==> src/rtl/jtbubl_sndcomm_main.sv <==
// Main-CPU end of the main<->sound mailbox: command latch/strobe, reply capture, sound reset, IRQ.
// Define JTBUBL_SNDCOMM_FIFO_EN to turn the single reply register into a 2**FIFO_AW byte FIFO.
module jtbubl_sndcomm_main #(
    parameter int RST_LEN = 16,
    parameter int FIFO_AW = 2
) (
    input  logic       clk,
    input  logic       rst,
    input  logic       cs,
    input  logic [1:0] addr,
    input  logic       rd_n,
    input  logic       wr_n,
    input  logic [7:0] din,
    output logic [7:0] dout,
    output logic [7:0] snd_latch,
    output logic       snd_stb,
    input  logic [7:0] main_latch,
    input  logic       main_stb,
    input  logic       snd_flag,
    output logic       main_flag,
    output logic       snd_rstn,
    output logic       int_n
);
    localparam int CW = (RST_LEN > 2) ? $clog2(RST_LEN) : 1;
    localparam logic [CW-1:0] RST_LOAD = CW'(RST_LEN - 1);

    logic          w_wr_cond, w_rd_cond, w_wr_start, w_rd_start, w_rd_end;
    logic          w_pop, w_ovr_clr, w_cap, w_main_flag;
    logic [7:0]    w_head;
    logic          r_wr_act, r_rd_act, r_stb_prev;
    logic [1:0]    r_rd_addr;
    logic [7:0]    r_snd_latch;
    logic          r_snd_stb, r_int_en, r_snd_rstn, r_rel_req, r_int_n, r_ovr;
    logic [CW-1:0] r_rst_cnt;

    // Each access fires its side effects once: start on the rising condition, end on the falling one.
    assign w_wr_cond  = cs & ~wr_n;
    assign w_rd_cond  = cs & ~rd_n;
    assign w_wr_start = w_wr_cond & ~r_wr_act;
    assign w_rd_start = w_rd_cond & ~r_rd_act;
    assign w_rd_end   = ~w_rd_cond & r_rd_act;
    assign w_pop      = w_rd_end & (r_rd_addr == 2'd0);
    assign w_ovr_clr  = w_rd_end & (r_rd_addr == 2'd1);
    assign w_cap      = main_stb & ~r_stb_prev & r_snd_rstn;

    // NOTE: sequential state always uses non-blocking assignments so every register samples pre-edge values.
    always_ff @(posedge clk or posedge rst) begin
        if (rst) begin
            r_wr_act   <= 1'b0;
            r_rd_act   <= 1'b0;
            r_rd_addr  <= 2'd0;
            r_stb_prev <= 1'b0;
        end else begin
            r_wr_act   <= w_wr_cond;
            r_rd_act   <= w_rd_cond;
            r_stb_prev <= main_stb;
            if (w_rd_start) r_rd_addr <= addr;
        end
    end

    // Command latch, interrupt enable and the sound CPU reset sequencer.
    always_ff @(posedge clk or posedge rst) begin
        if (rst) begin
            r_snd_latch <= 8'h00;
            r_snd_stb   <= 1'b0;
            r_int_en    <= 1'b0;
            r_snd_rstn  <= 1'b0;
            r_rel_req   <= 1'b1;
            r_rst_cnt   <= RST_LOAD;
        end else begin
            r_snd_stb  <= 1'b0;
            r_snd_rstn <= r_rel_req & (r_rst_cnt == '0);
            if (r_rst_cnt != '0) r_rst_cnt <= r_rst_cnt - 1'b1;
            if (w_wr_start) begin
                case (addr)
                    2'd0: begin
                        r_snd_latch <= din;
                        r_snd_stb   <= r_snd_rstn;
                    end
                    2'd1: begin
                        if (!din[0]) begin
                            r_snd_rstn <= 1'b0;
                            r_rst_cnt  <= RST_LOAD;
                            r_rel_req  <= 1'b0;
                        end else begin
                            r_rel_req  <= 1'b1;
                        end
                    end
                    2'd2:    r_int_en <= din[0];
                    default: ;
                endcase
            end
        end
    end

`ifdef JTBUBL_SNDCOMM_FIFO_EN
    localparam int DEPTH = 1 << FIFO_AW;

    logic [7:0]         r_mem [DEPTH];
    logic [FIFO_AW-1:0] r_rd_ptr, r_wr_ptr;
    logic [FIFO_AW:0]   r_count;
    logic               w_do_pop, w_do_push, w_full;

    assign w_full      = (r_count == (FIFO_AW+1)'(DEPTH));
    assign w_do_pop    = w_pop & (r_count != '0);
    assign w_do_push   = w_cap & (~w_full | w_do_pop);
    assign w_main_flag = (r_count != '0);
    assign w_head      = r_mem[r_rd_ptr];

    // NOTE: storage has no reset; only pointers and count are cleared, stale bytes are never visible as valid.
    always_ff @(posedge clk) begin
        if (w_do_push) r_mem[r_wr_ptr] <= main_latch;
    end

    always_ff @(posedge clk or posedge rst) begin
        if (rst) begin
            r_rd_ptr <= '0;
            r_wr_ptr <= '0;
            r_count  <= '0;
            r_ovr    <= 1'b0;
        end else begin
            if (w_ovr_clr) r_ovr <= 1'b0;
            if (w_cap && !w_do_push) r_ovr <= 1'b1;
            if (!r_snd_rstn) begin
                r_rd_ptr <= '0;
                r_wr_ptr <= '0;
                r_count  <= '0;
            end else begin
                if (w_do_push) r_wr_ptr <= r_wr_ptr + 1'b1;
                if (w_do_pop)  r_rd_ptr <= r_rd_ptr + 1'b1;
                if (w_do_push && !w_do_pop)      r_count <= r_count + 1'b1;
                else if (w_do_pop && !w_do_push) r_count <= r_count - 1'b1;
            end
        end
    end
`else
    logic [7:0] r_reply;
    logic       r_flag;

    assign w_main_flag = r_flag;
    assign w_head      = r_reply;

    // A capture on the same edge as a pop wins and is not an overrun.
    always_ff @(posedge clk or posedge rst) begin
        if (rst) begin
            r_reply <= 8'h00;
            r_flag  <= 1'b0;
            r_ovr   <= 1'b0;
        end else begin
            if (w_ovr_clr) r_ovr <= 1'b0;
            if (!r_snd_rstn) begin
                r_flag <= 1'b0;
            end else if (w_cap) begin
                r_reply <= main_latch;
                r_flag  <= 1'b1;
                if (r_flag && !w_pop) r_ovr <= 1'b1;
            end else if (w_pop) begin
                r_flag <= 1'b0;
            end
        end
    end
`endif

    always_ff @(posedge clk or posedge rst) begin
        if (rst) r_int_n <= 1'b1;
        else     r_int_n <= ~(r_int_en & w_main_flag);
    end

    // NOTE: the read mux assigns a default first so no latch is inferred for unselected cases.
    always_comb begin
        dout = 8'hff;
        if (cs) begin
            case (addr)
                2'd0:    dout = w_head;
                2'd1:    dout = {4'hf, r_ovr, r_snd_rstn, w_main_flag, snd_flag};
                2'd2:    dout = {7'h7f, r_int_en};
                default: dout = 8'hff;
            endcase
        end
    end

    assign snd_latch = r_snd_latch;
    assign snd_stb   = r_snd_stb;
    assign main_flag = w_main_flag;
    assign snd_rstn  = r_snd_rstn;
    assign int_n     = r_int_n;
endmodule
==> config.mk <==
export PLATFORM = sky130hd
export DESIGN_NAME = jtbubl_sndcomm_main
export DESIGN_NICKNAME = d
export VERILOG_FILES = /design/src/rtl/jtbubl_sndcomm_main.sv
export SDC_FILE = /design/constraint.sdc
export NUM_CORES = 1
export LEC_CHECK = 0
export ABC_CLOCK_PERIOD_IN_PS = 2960
export BUFFER_PORTS_ARGS = -buffer_cell sky130_fd_sc_hd__clkbuf_2
export CORE_AREA = 2 2 61 63
export DETAILED_ROUTE_END_ITERATION = 8
export DIE_AREA = 0 0 63 65
export HOLD_SLACK_MARGIN = 0.05
export PLACE_DENSITY = 0.67
export SLEW_MARGIN = 20
export SYNTH_ARGS = -nofsm -noshare
export SYNTH_HDL_FRONTEND = slang
export SYNTH_SLANG_ARGS = --single-unit
==> constraint.sdc <==
create_clock -name clk -period 2.96 [get_ports clk]
set_clock_uncertainty 0.1 [all_clocks]
set_input_delay 0.296 -clock clk [delete_from_list [all_inputs] [get_ports clk]]
set_output_delay 0.296 -clock clk [all_outputs]
set_load 0.1 [all_outputs]
==> results.toml, run 1 <==
[status]
outcome = "completed"

[worst_setup_path]
cp.required_ns = 2.56
worst_setup_path_start_kind = "input port"
top_fanout_value_on_the_critical_path = 4
slowest_stage = "sky130_fd_sc_hd__or3b_1"
worstSetupPathType = "input port to output pin"
worst_r2r_path_depth = 5
cpPeakStageDelay_ns = 0.40
crit_path_frequent_cell = "sky130_fd_sc_hd__clkbuf_2"
worstPathCellList = "clkbuf_2 -> inv_1 -> ha_1 -> or3b_1 -> a221o_1 -> clkbuf_2"
cp.arrival_ns = 1.75
critical_path.endpoint_type = "output pin"

[yosys]
synth_ff_type = "sky130_fd_sc_hd__dfrtp_1"
ys_ff_latch = 32
ys.warnings.count = 0
async_set_reset_flop_share_out_of_synthesis_pct = 100
syn_area_sq_um = 1470
synth.distinct_cells = 34
synth-edff-count = 0
avgSynthCellArea_sq_um = 13.2
ys_seq_area_share_pct = 54.8
post_synth_inst_count = 112
syn_nets = 142

[detailed_routing]
drc = 0
viasPerCell = 5.13
vias = 1102
drt_iter0_drc = 24
ant_nets = 0
drt_pass1_iterations = 4
finalWirelength_microns = 2840
post_drt_wl_per_cell_microns = 13.2

[die]
placement_rows = 22
initial_core_util_pct = 42.2
die_h_microns = 65
total_die_area_sq_um = 4100
dieWidth_microns = 63
floorplan.core_area_sq_um = 3500
floorplan.io_pins = 45

[layout]
antenna_cells = 0
post_route_cells_drive_above_1_share_pct = 49.1
area.growth.synth_to_final_pct = 24.5
finish.cell_count_without_fillers = 215
fin_area_sq_um = 1840
finalNetCount = 196

[placement]
post-dp-hpwl_microns = 2170
place.detailed.instances = 204
routabilityCongestion = 0.850
dpl_cell_area_sq_um = 1740
place.port_buffers = 44

[sta]
slew_violations = 0
unrepaired_setup_endpoints_after_global_routing = "false"
tightest_slew_margin_relative_to_the_limit_pct = 59.5
totalNegativeSetupSlack_ns = 0
worst_margin_pin_slew_ns = 0.606
fmaxAchievable_mhz = 465
final-hold-violation-count = 0
setup_violations = 0
fin_crit_sh_pct = 72.6
shortest_period_the_worst_path_allows_ns = 2.15

[power]
power.ir.vdd_worst_uv = 413
cellPowerDensity_nw_per_um2 = 823
p_leak_nw = 0.922

[hold_path]
min_path_type = "input port to flop"
holdPathStages = 2

[clocking]
tritoncts = "done"
clock_sinks = 32
tritoncts.num_buffers = 5
clock-root-buffer = "sky130_fd_sc_hd__clkbuf_4"
worst_setup_hold_path_clk_slew_ns = 0.08
cts_htree_levels = 2
clock_tree.buffer_depth = 2
worst_skew_pair.late_latency_ns = 0.33
postCtsResizedCells = 0

[global_routing]
first_global_vias = 1060
grt_use_total_pct = 15.7
aggregate_global_routing_overflow = 0
antenna_violations_before_repair = 0
grt_first_pass_wirelength_microns = 4850
largest_net_degree_at_the_start_of_global_routing = 31

[job]
max-cap-violations = 0
-- where the power goes --
group / total (mW) / switching (mW) / internal (mW) / leakage [nW]
sequential: 0.644 / 0.0726 / 0.571 / 0.394
combinational: 0.611 / 0.428 / 0.183 / 0.491
clock: 0.255 / 0.142 / 0.113 / 0.0380
total: 1.51 / 0.643 / 0.867 / 0.922
-- synth_stat cells (2+ instances only) --
cell type | n | area [sq um]
sky130_fd_sc_hd__a221o_1 | 3 | 30.0
sky130_fd_sc_hd__and3_1 | 2 | 12.5
sky130_fd_sc_hd__dfrtp_1 | 26 | 651
sky130_fd_sc_hd__dfstp_2 | 6 | 158
sky130_fd_sc_hd__ha_1 | 5 | 62.6
sky130_fd_sc_hd__inv_1 | 5 | 18.8
sky130_fd_sc_hd__mux2_2 | 11 | 124
sky130_fd_sc_hd__mux2_4 | 8 | 120
sky130_fd_sc_hd__nand2_1 | 16 | 60.1
sky130_fd_sc_hd__nand2b_1 | 2 | 12.5
sky130_fd_sc_hd__nand3b_1 | 2 | 15.0
sky130_fd_sc_hd__nor2b_1 | 3 | 18.8
sky130_fd_sc_hd__nor3b_1 | 2 | 15.0
-- final cells by class --
type	instances	area, sq um
Clock buffer	6	51.3
Clock inverter	2	10.0
Fill cell	332	1660
Inverter	5	18.8
Multi-Input combinational cell	73	622
Sequential cell	32	808
Tap cell	48	60.1
Timing Repair Buffer	49	265
-- placed cells by master (no fill, tap or decap), types with 2 or more instances in the layout --
cell type / instances
sky130_fd_sc_hd__clkbuf_4: 5
sky130_fd_sc_hd__clkinv_2: 2
sky130_fd_sc_hd__dfrtp_1: 26
sky130_fd_sc_hd__nand2_1: 16
sky130_fd_sc_hd__clkbuf_2: 44
sky130_fd_sc_hd__nand2b_1: 2
sky130_fd_sc_hd__and3_1: 2
sky130_fd_sc_hd__inv_1: 4
sky130_fd_sc_hd__nand3b_1: 2
sky130_fd_sc_hd__dlygate4sd3_1: 3
sky130_fd_sc_hd__mux2_2: 11
sky130_fd_sc_hd__dfstp_2: 6
sky130_fd_sc_hd__nor3b_1: 2
sky130_fd_sc_hd__a221o_1: 3
sky130_fd_sc_hd__buf_4: 2
sky130_fd_sc_hd__mux2_4: 8
sky130_fd_sc_hd__nor2b_1: 3
sky130_fd_sc_hd__ha_1: 5
-- layer usage --
| metal | global-route usage (%) | vias up | share of wire [%] |
|---|---|---|---|
| met1 | 17.9 | 549 | 43 |
| li1 | - | 505 | - |
| met4 | 6.11 | 0 | 1.9 |
| met2 | 25.8 | 41 | 48 |
| met3 | 7.12 | 7 | 7.5 |
| met5 | 0 | - | 0 |
-- repair_timing --
| item | in CTS | in global routing |
|---|---|---|
| buffers inserted | 0 | 0 |
| hold buffers | 1 | 2 |
| endpoints found under the hold margin | 1 | 27 |
-- through the flow --
step,utilization [%],total power [mW],setup WS (ns),hold slack (ns)
after floorplan,-,1.15,0.677,0.227
after global placement,49.9,1.25,0.871,0.317
after detailed placement,49.9,1.27,0.809,0.319
after CTS,51.9,1.52,0.808,0.0569
after global routing,52.5,1.60,0.755,0.0581
final,52.5,1.51,0.811,0.0700
-- registers in the layout, summed over array words and instances, names as in the netlist --
signal / count
r_stb_prev: 1
r_int_en: 1
r_rst_cnt: 4
int_n: 1
r_reply: 8
r_wr_act: 1
r_ovr: 1
r_rel_req: 1
snd_latch: 8
snd_rstn: 1
main_flag: 1
r_rd_addr: 2
r_rd_act: 1
snd_stb: 1
-- worst paths after layout --
| check | start | end | slack [ns] |
|---|---|---|---|
| max | addr[0] | dout[3] | 0.81 |
| min | wr_n | r_wr_act | 0.07 |
| max reg2reg | r_rst_cnt[0] | r_rst_cnt[0] | 1.42 |
| min reg2reg | r_int_en | int_n | 0.37 |
| max in group asynchronous | rst | r_rst_cnt[3] | 1.71 |
| min in group asynchronous | rst | snd_latch[7] | 0.46 |
-- cells by family (layout without fill, tap and decap cells) --
group	count (synthesis)	after routing	share of synthesized area, %
AOI/OAI and AO/OA	10	10	5.69
xor gates and xnor gates	1	1	0.594
adders and majority gates	5	5	4.24
buffers and inverters	7	62	2.97
DFF	32	32	54.8
muxes	20	20	17.2
and+or+nand+nor	37	37	14.4
-- critical path, delay by kind of cell --
family                     cells  cell delay [ns]
adders and majority gates      1             0.22
AOI/OAI and AO/OA              1             0.29
and+or+nand+nor                1             0.40
buffers and inverters          3             0.55
No activity file was read; power rests on OpenSTA's default activity.
==> run 2: changes to the inputs <==
Settings changed: ABC_CLOCK_PERIOD_IN_PS 2960 to 1800, PLACE_DENSITY 0.67 to 0.7.
Clock period 2.96 ns to 1.8 ns, I/O delays scaled along.
==> run 2 against run 1 <==
Against the previous run:
- critical path depth stayed put
- setup slack worse by 0.77 ns
- wire length is 14% higher
- first-iteration DRC count is 42% higher
- combinational power is 83% higher
- cell area is 20% higher
- power is 84% higher
- core utilization is 10 points higher
- critical path type unchanged
- largest cell class unchanged
- largest power group is now combinational logic
==> results.toml, run 2 (synthesis results as in run 1) <==
[clocking]
clock_tree.buffer_depth = 2
cts_htree_levels = 2
worst_skew_pair.late_latency_ns = 0.32
tritoncts = "done"
worst_setup_hold_path_clk_slew_ns = 0.09
tritoncts.num_buffers = 5
clock_sinks = 32
clock-root-buffer = "sky130_fd_sc_hd__clkbuf_4"

[detailed_routing]
ant_nets = 0
drt_pass1_iterations = 4
drt_iter0_drc = 34
post_drt_wl_per_cell_microns = 13.8
viasPerCell = 4.83
finalWirelength_microns = 3230
vias = 1130
drc = 0

[worst_setup_path]
worst_setup_path_start_kind = "input port"
cp.required_ns = 1.52
critical_path.endpoint_type = "output pin"
top_fanout_value_on_the_critical_path = 4
worstSetupPathType = "input port to output pin"
cp.arrival_ns = 1.48

[layout]
final_common_cell = "sky130_fd_sc_hd__clkbuf_2"
finalNetCount = 215
area.growth.synth_to_final_pct = 48.9
fin_area_sq_um = 2190
fill_cells = 271
final_core_util_pct = 62.8
area.sequential_sq_um = 811
multi_input_comb_area_sq_um = 634
final_cell_mix = "35 x sky130_fd_sc_hd__clkbuf_2, 24 x sky130_fd_sc_hd__dfrtp_1, 22 x sky130_fd_sc_hd__dlygate4sd3_1"
post_route_cells_drive_above_1_share_pct = 47.8
antenna_cells = 0
finish.cell_count_without_fillers = 234

[job]
max-cap-violations = 0

[placement]
routabilityCongestion = 0.881
place.port_buffers = 44
post-dp-hpwl_microns = 2270
dpl_cell_area_sq_um = 1870
place.detailed.instances = 204
place_ws_ns = -0.00334

[die]
total_die_area_sq_um = 4100
initial_core_util_pct = 42.2
die_h_microns = 65
floorplan.core_area_sq_um = 3500
floorplan.io_pins = 45
placement_rows = 22
dieWidth_microns = 63

[global_routing]
largest_net_degree_at_the_start_of_global_routing = 33
aggregate_global_routing_overflow = 0
first_global_vias = 1174
antenna_violations_before_repair = 0
grt_use_total_pct = 17.9
grt_first_pass_wirelength_microns = 5510

[sta]
shortest_period_the_worst_path_allows_ns = 1.76
slew_violations = 0
fin_crit_sh_pct = 97.7
final-hold-violation-count = 0
unrepaired_setup_endpoints_after_global_routing = "false"
totalNegativeSetupSlack_ns = 0
worst_margin_pin_slew_ns = 0.548
fmaxAchievable_mhz = 569
whs_ns = 0.0656
setup_violations = 0
setup_slack_ns = 0.0411
tightest_slew_margin_relative_to_the_limit_pct = 63.7

[power]
power.combinational.fraction_pct = 40.2
share_seq_of_total_power_pct = 38.3
total_power_mw = 2.78
clock_power_share_pct = 21.5
power.ir.vdd_worst_uv = 849
cellPowerDensity_nw_per_um2 = 1270
net-switching-power_mw = 1.08
p_int_mw = 1.70
power.share.switching_pct = 39.0
p_leak_nw = 1.06

[status]
outcome = "completed"

[hold_path]
min_path_type = "input port to flop"
[run 2: per-layer routing]
metal / global-route usage [%] / vias to the layer above / part of all wire [%]
li1: - / 542 / -
met1: 19.9 / 542 / 40
met2: 32.7 / 39 / 53
met3: 4.17 / 7 / 4.5
met4: 7.50 / 0 / 1.9
met5: 0 / - / 0
[run 2: final timing paths]
path,startpoint,endpoint,slack [ns],cells past startpoint
setup reg to reg,r_rst_cnt[0],r_rst_cnt[0],0.27,5
hold reg to reg,r_int_en,int_n,0.34,1
max in group asynchronous,rst,int_n,0.92,4
setup / recovery,addr[0],dout[1],0.04,6
hold / removal,addr[0],r_rd_addr[0],0.07,2
min in group asynchronous,rst,snd_latch[4],0.35,4
[run 2: area by class of cell]
cell class | count | share of cell area (%)
flip-flops and latches | 32 | 36.9
multi-input cells | 73 | 28.9
repair buffers | 68 | 26.2
clock buffers | 7 | 2.96
well taps | 48 | 2.74
clock inverters | 1 | 1.37
inverters | 5 | 0.855
[run 2: power by group through the flow]
stage / sequential, mW / clock, mW / combinational [mW]
floorplan: 1.41 / 0 / 0.483
global placement: 1.06 / 0 / 1.05
detailed placement: 1.08 / 0 / 1.08
CTS: 1.06 / 0.618 / 1.12
global route: 1.09 / 0.654 / 1.19
finish: 1.07 / 0.597 / 1.12
[run 2: what timing repair did]
item	4_1_cts	5_1_grt
cloned	0	0
setup endpoints to repair	2	3
hold endpoints to repair	47	0
resized for setup	1	3
buffers inserted	0	0
hold buffers	22	0
[run 2: critical path, stage by stage]
cell and delay [ns]:
sky130_fd_sc_hd__buf_2 0.13, sky130_fd_sc_hd__inv_1 0.07, sky130_fd_sc_hd__ha_2 0.20, sky130_fd_sc_hd__or3b_4 0.39
sky130_fd_sc_hd__a221o_2 0.33, sky130_fd_sc_hd__buf_12 0.17
